`src/rtl/rom_scan_pkg.sv`:
```
// Shared types and constants for the ROM scan/fill Avalon-MM master.
package rom_scan_pkg;

  typedef enum logic [1:0] {
    ST_IDLE  = 2'd0,
    ST_RUN   = 2'd1,
    ST_DRAIN = 2'd2,
    ST_DONE  = 2'd3
  } state_t;

  localparam logic MODE_SCAN = 1'b0;
  localparam logic MODE_FILL = 1'b1;

endpackage

```
`src/rtl/rom_scan_lat_pipe.sv`:
```
// Read-latency valid tracker: one bit enters per accepted read and leaves
// DEPTH cycles later, marking the cycle in which the slave's data is valid.
module rom_scan_lat_pipe #(
  parameter int DEPTH = 1
) (
  input  logic clk,
  input  logic reset_n,
  input  logic push,
  output logic pop,
  output logic empty,
  output logic drain_ok
);

  // All stages except the oldest; zero for a single-stage pipe.
  localparam logic [DEPTH-1:0] LOW_MASK = {DEPTH{1'b1}} >> 1;

  logic [DEPTH-1:0] valid_r;
  logic [DEPTH-1:0] push_vec_s;

  // Place the new entry in stage 0 only.
  always_comb begin
    push_vec_s    = '0;
    push_vec_s[0] = push;
  end

  // Shift the valid bits one stage per cycle; reset discards in-flight reads.
  always_ff @(posedge clk or negedge reset_n) begin
    if (!reset_n) begin
      valid_r <= '0;
    end else begin
      valid_r <= (valid_r << 1) | push_vec_s;
    end
  end

  assign pop      = valid_r[DEPTH-1];
  assign empty    = (valid_r == '0);
  // True when the pipe will be empty after this cycle's pop.
  assign drain_ok = ((valid_r & LOW_MASK) == '0) && !push;

endmodule

```
`src/rtl/rom_scan_master.sv`:
```
// Avalon-MM master that walks a word range of a slave, either reading it and
// summing the data (scan) or writing a constant word into it (fill).
module rom_scan_master
  import rom_scan_pkg::*;
#(
  parameter int ADDR_W       = 5,
  parameter int DATA_W       = 16,
  parameter int READ_LATENCY = 1
) (
  input  logic                clk,
  input  logic                reset_n,
  input  logic                start,
  input  logic                mode,
  input  logic [ADDR_W-1:0]   base_addr,
  input  logic [ADDR_W:0]     word_count,
  input  logic [DATA_W-1:0]   fill_data,
  output logic                busy,
  output logic                done,
  output logic [DATA_W-1:0]   checksum,
  output logic [ADDR_W-1:0]   avm_address,
  output logic                avm_chipselect,
  output logic                avm_read,
  output logic                avm_write,
  output logic [DATA_W-1:0]   avm_writedata,
  output logic [DATA_W/8-1:0] avm_byteenable,
  output logic                avm_debugaccess,
  input  logic [DATA_W-1:0]   avm_readdata,
  input  logic                avm_waitrequest
);

  state_t              state_r;
  state_t              state_s;
  logic                arm_r;
  logic                mode_r;
  logic [DATA_W-1:0]   fill_r;
  logic [ADDR_W:0]     remain_r;

  logic                start_ok_s;
  logic                accept_s;
  logic                last_s;
  logic                push_s;
  logic                pipe_pop_s;
  logic                pipe_empty_s;
  logic                pipe_drain_ok_s;

  assign start_ok_s = start && arm_r && (state_r == ST_IDLE);
  assign accept_s   = avm_chipselect && !avm_waitrequest;
  assign last_s     = accept_s && (remain_r == (ADDR_W+1)'(1));
  assign push_s     = accept_s && avm_read;

  rom_scan_lat_pipe #(
    .DEPTH (READ_LATENCY)
  ) u_lat_pipe (
    .clk      (clk),
    .reset_n  (reset_n),
    .push     (push_s),
    .pop      (pipe_pop_s),
    .empty    (pipe_empty_s),
    .drain_ok (pipe_drain_ok_s)
  );

  // Start is only honoured after one clock edge following reset release.
  always_ff @(posedge clk or negedge reset_n) begin
    if (!reset_n) begin
      arm_r <= 1'b0;
    end else begin
      arm_r <= 1'b1;
    end
  end

  // Next-state decode for the job sequencer.
  always_comb begin
    state_s = state_r;
    case (state_r)
      ST_IDLE: begin
        if (start_ok_s) begin
          if (word_count == '0) begin
            state_s = ST_DONE;
          end else begin
            state_s = ST_RUN;
          end
        end else begin
          state_s = ST_IDLE;
        end
      end
      ST_RUN: begin
        if (last_s) begin
          if (mode_r == MODE_FILL) begin
            state_s = ST_DONE;
          end else begin
            state_s = ST_DRAIN;
          end
        end else begin
          state_s = ST_RUN;
        end
      end
      ST_DRAIN: begin
        if (pipe_empty_s || pipe_drain_ok_s) begin
          state_s = ST_DONE;
        end else begin
          state_s = ST_DRAIN;
        end
      end
      ST_DONE: begin
        state_s = ST_IDLE;
      end
      default: begin
        state_s = ST_IDLE;
      end
    endcase
  end

  // State register with busy/done registered from the next state.
  always_ff @(posedge clk or negedge reset_n) begin
    if (!reset_n) begin
      state_r <= ST_IDLE;
      busy    <= 1'b0;
      done    <= 1'b0;
    end else begin
      state_r <= state_s;
      busy    <= (state_s != ST_IDLE);
      done    <= (state_s == ST_DONE);
    end
  end

  // Job parameters and the bus command; the command only moves on acceptance,
  // so everything holds while the slave stalls.
  always_ff @(posedge clk or negedge reset_n) begin
    if (!reset_n) begin
      mode_r          <= MODE_SCAN;
      fill_r          <= '0;
      remain_r        <= '0;
      avm_address     <= '0;
      avm_chipselect  <= 1'b0;
      avm_read        <= 1'b0;
      avm_write       <= 1'b0;
      avm_writedata   <= '0;
      avm_byteenable  <= '0;
      avm_debugaccess <= 1'b0;
    end else if (start_ok_s) begin
      mode_r      <= mode;
      fill_r      <= fill_data;
      remain_r    <= word_count;
      avm_address <= base_addr;
      if (word_count != '0) begin
        avm_chipselect  <= 1'b1;
        avm_read        <= (mode == MODE_SCAN);
        avm_write       <= (mode == MODE_FILL);
        avm_writedata   <= (mode == MODE_FILL) ? fill_data : '0;
        avm_byteenable  <= '1;
        avm_debugaccess <= (mode == MODE_FILL);
      end
    end else if (accept_s) begin
      remain_r <= remain_r - (ADDR_W+1)'(1);
      if (last_s) begin
        avm_address     <= '0;
        avm_chipselect  <= 1'b0;
        avm_read        <= 1'b0;
        avm_write       <= 1'b0;
        avm_writedata   <= '0;
        avm_byteenable  <= '0;
        avm_debugaccess <= 1'b0;
      end else begin
        avm_address <= avm_address + ADDR_W'(1);
      end
    end
  end

  // Checksum: cleared on start, fill words added on acceptance, read data
  // added when the latency pipe says it is valid; carry is discarded.
  always_ff @(posedge clk or negedge reset_n) begin
    if (!reset_n) begin
      checksum <= '0;
    end else if (start_ok_s) begin
      checksum <= '0;
    end else if (accept_s && avm_write) begin
      checksum <= checksum + fill_r;
    end else if (pipe_pop_s) begin
      checksum <= checksum + avm_readdata;
    end
  end

endmodule
```
`config.mk`:
```
export PLATFORM = sky130hd
export DESIGN_NAME = rom_scan_master
export DESIGN_NICKNAME = d
export VERILOG_FILES = /design/src/rtl/rom_scan_pkg.sv /design/src/rtl/rom_scan_lat_pipe.sv /design/src/rtl/rom_scan_master.sv
export SDC_FILE = /design/constraint.sdc
export NUM_CORES = 1
export LEC_CHECK = 0
export CORE_ASPECT_RATIO = 1.4
export CORE_MARGIN = 1
export CORE_UTILIZATION = 40
export DETAILED_ROUTE_END_ITERATION = 8
export PLACE_DENSITY = 0.67
export SLEW_MARGIN = 25
export SYNTH_ARGS = -nofsm -noshare
export SYNTH_HDL_FRONTEND = slang
export SYNTH_SLANG_ARGS = --single-unit
```
`constraint.sdc`:
```
create_clock -name clk -period 3.6 [get_ports clk]
set_clock_uncertainty 0.05 [all_clocks]
set_input_delay 0.36 -clock clk [delete_from_list [all_inputs] [get_ports clk]]
set_output_delay 0.36 -clock clk [all_outputs]
set_load 0.02 [all_outputs]
```
==> out/summary.md, run 1 <==
* **synth-to-layout area growth** 33.66%
* **hpwl dp** 7.567 mm
* **max-cap check violation count** 0
* **setup TNS** 0 ps
* **share of cells above drive strength 1** 11.64%
* **Vias** 3351
* **largest net degree at the start of global routing** 57
* **die area** 10110 um2
* **most common cell after layout, fill and taps aside** sky130_fd_sc_hd__nand2_1
* **clock tree from TritonCTS** yes
* **Avg Inst Size Synth** 9.466 um2
* **CP arrival** 3370 ps
* **number of synthesized flops with an enable pin** 0
* **Synth async-reset ratio** 100.0%
* **critical path endpoint** checksum[15]$_DFFE_PN0P_
* **post-synthesis net count** 480
* **initial antenna violation count** 0
* **die outline height** 118.6 um
* **Worst-Margin Slew** 986.6 ps
* **Port-buffer cells** 92
* **routed via count divided by cell count** 5.431
* **max-slew violation count** 0
* **postcts setup bufs** 0
* **area inside the core boundary** 9459 um2
* **hold_buf cts** 1
* **Clock Pin Slew Worst Setup and Hold Paths** 60 ps
* **GRT Residual Overflow** 0
* **vias in the first global route** 3423
* **Crit Path Class** input pin to flop
* **share of total power in the clock network** 20.2%
* **Max Buffers Root-to-Sink** 2
* **final setup slack of the worst path** 432.9 ps
* **maximum level of the CTS H-tree** 3
* **Diodes inserted** 0
* **FF-to-FF setup slack** 510 ps
* **top cell type's share of synthesized area** 44.49%
* **Top FF cell, synth** sky130_fd_sc_hd__dfrtp_1
* **Synth Cell Area** 3881 um2
* **synth unique cells** 56
* **number of endpoints with negative hold slack in the final report** 0
* **highest achievable clock rate** 315.7 MHz
* **Global Route Usage Sum** 21.57%
* **Final setup violation count** 0
* **post-DR wirelength/cell** 16.79 um
* **horizontal die dimension** 85.25 um
* **DRT Pass-1 Iters** 4
* **initial standard-cell utilization of the core** 41.03%
* **dpl ws** 111.4 ps
* **Tmin final** 3167 ps
* **switching part of the total** 39.56%
* **capturing element type of the critical path** flop
* **Static Leakage** 2.367 nW
* **multi-input logic area** 1991 um2
* **cell area power density** 854.7 nW/um2
* **number of sinks on the clock net** 69
* **outcome** completed
* **wire length of the first global-routing pass** 16.75 mm
* **Synth area leader** sky130_fd_sc_hd__dfrtp_1
* **worst-case headroom to the max-slew limit** 34.23%
* **combinational power share** 49.0%
* **worst r2r dst** checksum[15]$_DFFE_PN0P_
* **count of cells resized by post-cts repair** 0
* **launch instance of the worst register-to-register path** avm_debugaccess$_DFFE_PN0P_
* **final RePlAce weighted congestion** 0.9100
* **Warnings, synthesis** 0
* **switching pwr** 0.001754 W
* **Worst Path Max Fanout** 12
* **drt drc** 0
* **most frequent cells in the layout** sky130_fd_sc_hd__nand2_1, sky130_fd_sc_hd__clkdlybuf4s50_1, sky130_fd_sc_hd__dfrtp_1
* **standard-cell rows** 42
* **sequential share of power** 30.9%
* **number of cells on the worst reg-to-reg path** 10
* **Worst setup SP type** input pin
* **largest cells by area after synthesis** sky130_fd_sc_hd__dfrtp_1, sky130_fd_sc_hd__nand2_1, sky130_fd_sc_hd__ha_1
* **cell count after synthesis** 410
* **Worst-Skew Late Latency** 330 ps
* **internal power** 0.002680 W
* **Req. time, crit path** 3800 ps
* **portion of the clock cycle consumed by the worst path in the final layout** 87.98%
* **HP Class** input pin to async pin
* **number of synthesized register bits** 69
* **total wire length** 10.36 mm
* **RSZ-0062 raised after global routing** false
* **root buf cell** sky130_fd_sc_hd__clkbuf_16
* **number of CTS-inserted buffers** 9
* **drt first-iter violations** 150
* **Fillers** 896
* **register cell area after layout** 1727 um2
* **number of I/O pins** 93
* **number of nets with antenna violations after routing** 0
* **peak ir drop on the vdd network** 0.3969 mV
* **portion of the post-synthesis area used by sequential elements** 44.49%
* **Setup crit start** avm_waitrequest
* **number of nets in the final layout** 572
==> power by group through the flow <==
stage          clock [W]  sequential, W  combinational, W
2_1_floorplan          0        0.00154           0.00121
3_3_place_gp           0        0.00137           0.00214
3_5_place_dp           0        0.00138           0.00217
4_1_cts         0.000915        0.00137           0.00219
5_1_grt         0.000945        0.00141           0.00238
6_report        0.000894        0.00137           0.00217
==> how the worst min path moves through the flow <==
| stage | start | to | slack, ps | depth (start not counted) |
|---|---|---|---|---|
| 6_report | reset_n | checksum[12]$_DFFE_PN0P_ | 420 | 2 |
| 5_1_grt | fill_r[15]$_DFFE_PN0P_ | fill_r[15]$_DFFE_PN0P_ | 440 | 2 |
| 4_1_cts | reset_n | checksum[12]$_DFFE_PN0P_ | 430 | 2 |
| 3_5_place_dp | reset_n | checksum[13]$_DFFE_PN0P_ | 240 | 1 |
| 3_3_place_gp | reset_n | checksum[13]$_DFFE_PN0P_ | 240 | 1 |
| 2_1_floorplan | reset_n | arm_r$_DFF_PN0_ | 10 | 0 |
==> routing by layer <==
layer	GRT usage, %	part of all wire, %
met5	0	0
met4	9.792	3.4
met3	4.330	6.0
met2	36.64	50
met1	26.14	41
==> cell usage after synthesis (2+ instances only) <==
master                      n
sky130_fd_sc_hd__xor2_1     7
sky130_fd_sc_hd__dfrtp_1   69
sky130_fd_sc_hd__mux2_2    16
sky130_fd_sc_hd__a22o_2     9
sky130_fd_sc_hd__a21o_1     6
sky130_fd_sc_hd__a22o_1     8
sky130_fd_sc_hd__nand4_1    4
sky130_fd_sc_hd__o21ai_0   18
sky130_fd_sc_hd__nand2_1   97
sky130_fd_sc_hd__mux2i_1    5
sky130_fd_sc_hd__o21ai_1    3
sky130_fd_sc_hd__nor2_1    15
sky130_fd_sc_hd__clkbuf_1   4
sky130_fd_sc_hd__nand3_1   15
sky130_fd_sc_hd__xnor2_1    9
sky130_fd_sc_hd__a21oi_1   23
sky130_fd_sc_hd__ha_1      21
sky130_fd_sc_hd__nand3b_1   2
sky130_fd_sc_hd__or4_1      2
sky130_fd_sc_hd__nand2b_1   4
sky130_fd_sc_hd__buf_4      3
sky130_fd_sc_hd__and3_1     5
sky130_fd_sc_hd__buf_1      4
sky130_fd_sc_hd__o211ai_1   2
sky130_fd_sc_hd__inv_1     12
sky130_fd_sc_hd__nor2b_1    2
sky130_fd_sc_hd__a211oi_1   4
sky130_fd_sc_hd__buf_2      7
sky130_fd_sc_hd__nor3_1     5
sky130_fd_sc_hd__a31oi_1    3
==> through the flow <==
step | hold slack (ps) | utilization (%) | std cells | area (um2) | power (W)
finish | 419.9 | 54.84 | 617 | 5187 | 0.004434
global route | 444.7 | 54.84 | 617 | 5187 | 0.004737
CTS | 429.6 | 54.84 | 617 | 5187 | 0.004472
detailed placement | 244.5 | 51.55 | 600 | 4876 | 0.003551
global placement | 240.0 | 51.55 | 600 | 4876 | 0.003509
floorplan | 14.41 | - | 410 | 3881 | 0.002746
==> flip-flops by register name, summed over array words and instances, names as in the netlist <==
name             count
arm_r                1
avm_address          5
avm_byteenable       1
avm_debugaccess      1
avm_read             1
avm_writedata       16
busy                 1
checksum            16
done                 1
fill_r              16
mode_r               1
remain_r             6
state_r              2
u_lat_pipe.pop       1
==> worst max-delay path: stages <==
cell	delay (ps)
sky130_fd_sc_hd__clkdlybuf4s50_1	490
sky130_fd_sc_hd__nand3b_1	280
sky130_fd_sc_hd__buf_4	260
sky130_fd_sc_hd__mux2_2	360
sky130_fd_sc_hd__ha_1	390
sky130_fd_sc_hd__o211ai_1	140
sky130_fd_sc_hd__a211oi_1	330
sky130_fd_sc_hd__nand2_1	100
sky130_fd_sc_hd__a21oi_1	200
sky130_fd_sc_hd__mux2i_1	240
sky130_fd_sc_hd__mux2i_1	200
==> layout make-up <==
type                    count  share of cell area, %
well taps                 110                  2.653
clock buffers              11                  4.679
clock inverters             5                  1.134
inverters                  12                 0.8683
repair buffers            101                  19.01
multi-input cells         309                  38.37
flip-flops and latches     69                  33.29
==> kinds of logic (layout without fill, tap and decap cells) <==
kind of cell,count (synthesis),count (layout),synth area share [%]
AOI/OAI and AO/OA,90,90,15.93
DFF,69,69,44.49
other,1,1,0.09662
buffers and inverters,32,129,4.223
adders and majority gates,22,22,7.286
muxes,21,21,5.932
and+or+nand+nor,159,159,18.44
xor gates and xnor gates,16,16,3.611
Power figures use the tool's default switching activity.
==> run 2: changes to the inputs <==
Settings changed: TNS_END_PERCENT set to 20.
==> results of run 2 <==
Same layout as run 1: the final DEF is identical, and so are final timing and power.
==> run 3: changes to the inputs <==
Settings changed: ABC_AREA set to 1, PLACE_DENSITY 0.67 to 0.66.
==> run 3 against run 2 <==
The flow now finishes with violations (hold timing); maximum frequency increased by 14%; flip-flop and latch count unchanged; non-clock buffer count decreased by 5; sequential share of layout area decreased by 1.3 points; global-route usage increased by 0.74 points; critical path type unchanged; die area increased by 5.5%; synthesized cell count increased by 37%; critical endpoint is now checksum[14]$_DFFE_PN0P_; via count increased by 16%.
==> out/summary.md, run 3 <==
* **outcome** complete, but fails checks
* **violated checks** hold timing
* **number of CTS-inserted buffers** 9, unchanged
* **RSZ-0062 raised after global routing** false
* **portion of the clock cycle consumed by the worst path in the final layout** 77.34%, -11 points
* **Synth Cell Area** 4098 um2, +5.6%
* **Diodes inserted** 0, unchanged
* **post-DR wirelength/cell** 13.65 um, -19%
* **number of I/O pins** 93, unchanged
* **number of nets in the final layout** 723, +26%
* **total wire length** 10.81 mm, +4.4%
* **Clock Pin Slew Worst Setup and Hold Paths** 50 ps, about the same
* **global routing met1 resource utilization** 26.42%, +0.28 points
* **most frequent cells in the layout** sky130_fd_sc_hd__nand2_1, sky130_fd_sc_hd__clkdlybuf4s50_1, sky130_fd_sc_hd__dfrtp_1
* **Warnings, synthesis** 0, unchanged
* **standard-cell rows** 43, +2.4%
* **postcts setup bufs** 0, unchanged
* **hpwl dp** 8.259 mm, +9.1%
* **max-slew violation count** 0, unchanged
* **most common cell after layout, fill and taps aside** sky130_fd_sc_hd__nand2_1
* **routed via count divided by cell count** 4.914, -9.5%
* **Worst-Skew Late Latency** 330 ps, about the same
* **Fillers** 963, +7.5%
* **critical path's top delay family** simple AND/OR/NAND/NOR gates
* **HP Class** input pin to async pin
* **Worst path max stage delay** 410 ps, -80 ps
* **Synth async-reset ratio** 100.0%, unchanged
* **wire length of the first global-routing pass** 17.99 mm, +7.4%
* **Worst setup SP type** input pin
* **cell area power density** 572.3 nW/um2, -33%
* **Req. time, crit path** 3770 ps, -30 ps
* **max-cap check violation count** 0, unchanged
* **vias in the first global route** 3847, +12%
* **Max Buffers Root-to-Sink** 2, unchanged
* **setup TNS** 0 ps, unchanged
* **peak ir drop on the vdd network** 0.4387 mV, +11%
* **number of endpoints with negative hold slack in the final report** 38, +38
* **post-synthesis net count** 632, +32%
* **Largest regs** avm_writedata (16), checksum (16), fill_r (16)
* **die outline height** 121.8 um, +2.7%
* **Min Hold Slack** -22.85 ps, -442.8 ps
* **Final setup violation count** 0, unchanged
* **portion of the post-synthesis area used by sequential elements** 42.14%, -2.4 points
* **number of synthesized flops with an enable pin** 0, unchanged
* **met2 usage** 37.99%, +1.3 points
* **highest achievable clock rate** 359.2 MHz, +14%
* **Tmin final** 2784 ps, -382.9 ps
* **synth unique cells** 36, -36%
* **drt first-iter violations** 189, +26%
* **initial standard-cell utilization of the core** 41.17%, +0.14 points
* **Global Route Usage Sum** 22.30%, +0.74 points
* **Vias** 3892, +16%
* **number of sinks on the clock net** 69, unchanged
* **die area** 10660 um2, +5.5%
* **Worst-Margin Slew** 587.2 ps, -399.4 ps
* **cell count after synthesis** 562, +37%
* **hold_buf cts** 0, -1
* **CP cell instances** clkdlybuf4s50_1, inv_1, nand3_2, inv_2, nand2_1, nand2_1, ha_1, inv_1, fa_1, inv_1, nand2_1, nand3_1, nand2_1, nand2_1, nand2_1, nand3_1, nand2_1
* **CP arrival** 2960 ps, -410 ps
* **dpl ws** 510.5 ps, +399.1 ps
* **Top FF cell, synth** sky130_fd_sc_hd__dfrtp_1
* **library cell contributing the largest single delay on the critical path** sky130_fd_sc_hd__fa_1
* **most used cell, CP** sky130_fd_sc_hd__nand2_1
* **Synth area leader** sky130_fd_sc_hd__dfrtp_1
* **count of cells resized by post-cts repair** 0, unchanged
* **worst-case headroom to the max-slew limit** 60.85%, +27 points
* **drt drc** 0, unchanged
* **commonest cells in the synthesized netlist** sky130_fd_sc_hd__nand2_1, sky130_fd_sc_hd__dfrtp_1, sky130_fd_sc_hd__inv_1, sky130_fd_sc_hd__nand3_1, sky130_fd_sc_hd__ha_1
* **Crit Path Class** input pin to flop
* **count of buffer and inverter cells on the critical path** 5, +3
* **met3 Use GR** 4.675%, +0.35 points
* **largest net degree at the start of global routing** 45, -21%
* **GRT Residual Overflow** 0, unchanged
* **final setup slack of the worst path** 815.8 ps, +382.9 ps
* **number of nets with antenna violations after routing** 0, unchanged
* **final RePlAce weighted congestion** 0.8806, -3.2%
* **top cell type's share of synthesized area** 42.14%, -2.4 points
* **most crowded layer after global routing** met2
* **number of synthesized register bits** 69, unchanged
* **initial antenna violation count** 0, unchanged
* **largest cells by area after synthesis** sky130_fd_sc_hd__dfrtp_1, sky130_fd_sc_hd__nand2_1, sky130_fd_sc_hd__ha_1
* **Worst Path Max Fanout** 18, +6
* **clock tree from TritonCTS** yes
* **synth-to-layout area growth** 31.85%
* **area inside the core boundary** 9953 um2, +5.2%
* **share of cells above drive strength 1** 5.632%, -6.0 points
* **Static Leakage** 2.835 nW, +20%
* **cell with the most instances after synthesis** sky130_fd_sc_hd__nand2_1
* **root buf cell** sky130_fd_sc_hd__clkbuf_16
* **Port-buffer cells** 92, unchanged
* **capturing element type of the critical path** flop
* **horizontal die dimension** 87.54 um, +2.7%
* **Avg Inst Size Synth** 7.291 um2, -23%
* **DRT Pass-1 Iters** 4, unchanged
* **maximum level of the CTS H-tree** 3, unchanged
[run 3: path summary, 6_finish.rpt]
check	start	endpoint	slack, ps	depth (start not counted)
max	avm_waitrequest	checksum[14]$_DFFE_PN0P_	820	17
min	reset_n	avm_writedata[12]$_DFFE_PN0P_	-20	1
max reg2reg	avm_byteenable[0]$_DFFE_PN0P_	checksum[14]$_DFFE_PN0P_	830	15
min reg2reg	avm_writedata[12]$_DFFE_PN0P_	avm_writedata[12]$_DFFE_PN0P_	420	2
max in group asynchronous	reset_n	checksum[4]$_DFFE_PN0P_	2850	2
min in group clk	avm_writedata[12]$_DFFE_PN0P_	avm_writedata[12]$_DFFE_PN0P_	420	2
[run 3: area by class of cell]
cell class / count / area [um2] / share of cell area, %
clock buffers: 11 / 242.7 / 4.493
inverters: 59 / 221.5 / 4.099
multi-input cells: 418 / 2046 / 37.86
repair buffers: 96 / 948.4 / 17.55
well taps: 135 / 168.9 / 3.126
clock inverters: 4 / 48.80 / 0.9032
flip-flops and latches: 69 / 1727 / 31.96
[run 3: kinds of logic after synthesis]
group / Yosys count / share of synthesized area, %
compound gates: 35 / 5.160
xor+xnor: 7 / 1.496
fa+ha+maj: 22 / 6.901
buf+inv: 75 / 7.939
other cells: 1 / 0.09152
simple gates: 353 / 36.28
flops: 69 / 42.14
[run 3: worst register-to-register path, delay by kind of cell (launching register included)]
kind          cells  cell delay (ps)
fa+ha+maj         2              570
buf+inv           3              490
simple gates     10             1090
flops             1              470
[run 3: metal layers]
layer  wire length (um)  share of wire (%)
met5                  0                  0
met4                314                2.9
met3                551                5.1
met2               5384                 50
met1               4561                 42
[run 3: report_power, final]
| group | switching, W | internal [W] | total, W |
|---|---|---|---|
| sequential | 0.000176 | 0.00103 | 0.00121 |
| combinational | 0.000540 | 0.000470 | 0.00101 |
| clock | 0.000326 | 0.000550 | 0.000876 |
[run 3: stage by stage]
stage | total power [W] | utilization, % | cell area [um2] | cells
floorplan | 0.001751 | - | 4098 | 562
global placement | 0.002200 | 51.33 | 5109 | 777
detailed placement | 0.002226 | 51.33 | 5109 | 777
CTS | 0.003115 | 54.26 | 5400 | 792
global route | 0.003273 | 54.28 | 5403 | 792
finish | 0.003092 | 54.28 | 5403 | 792
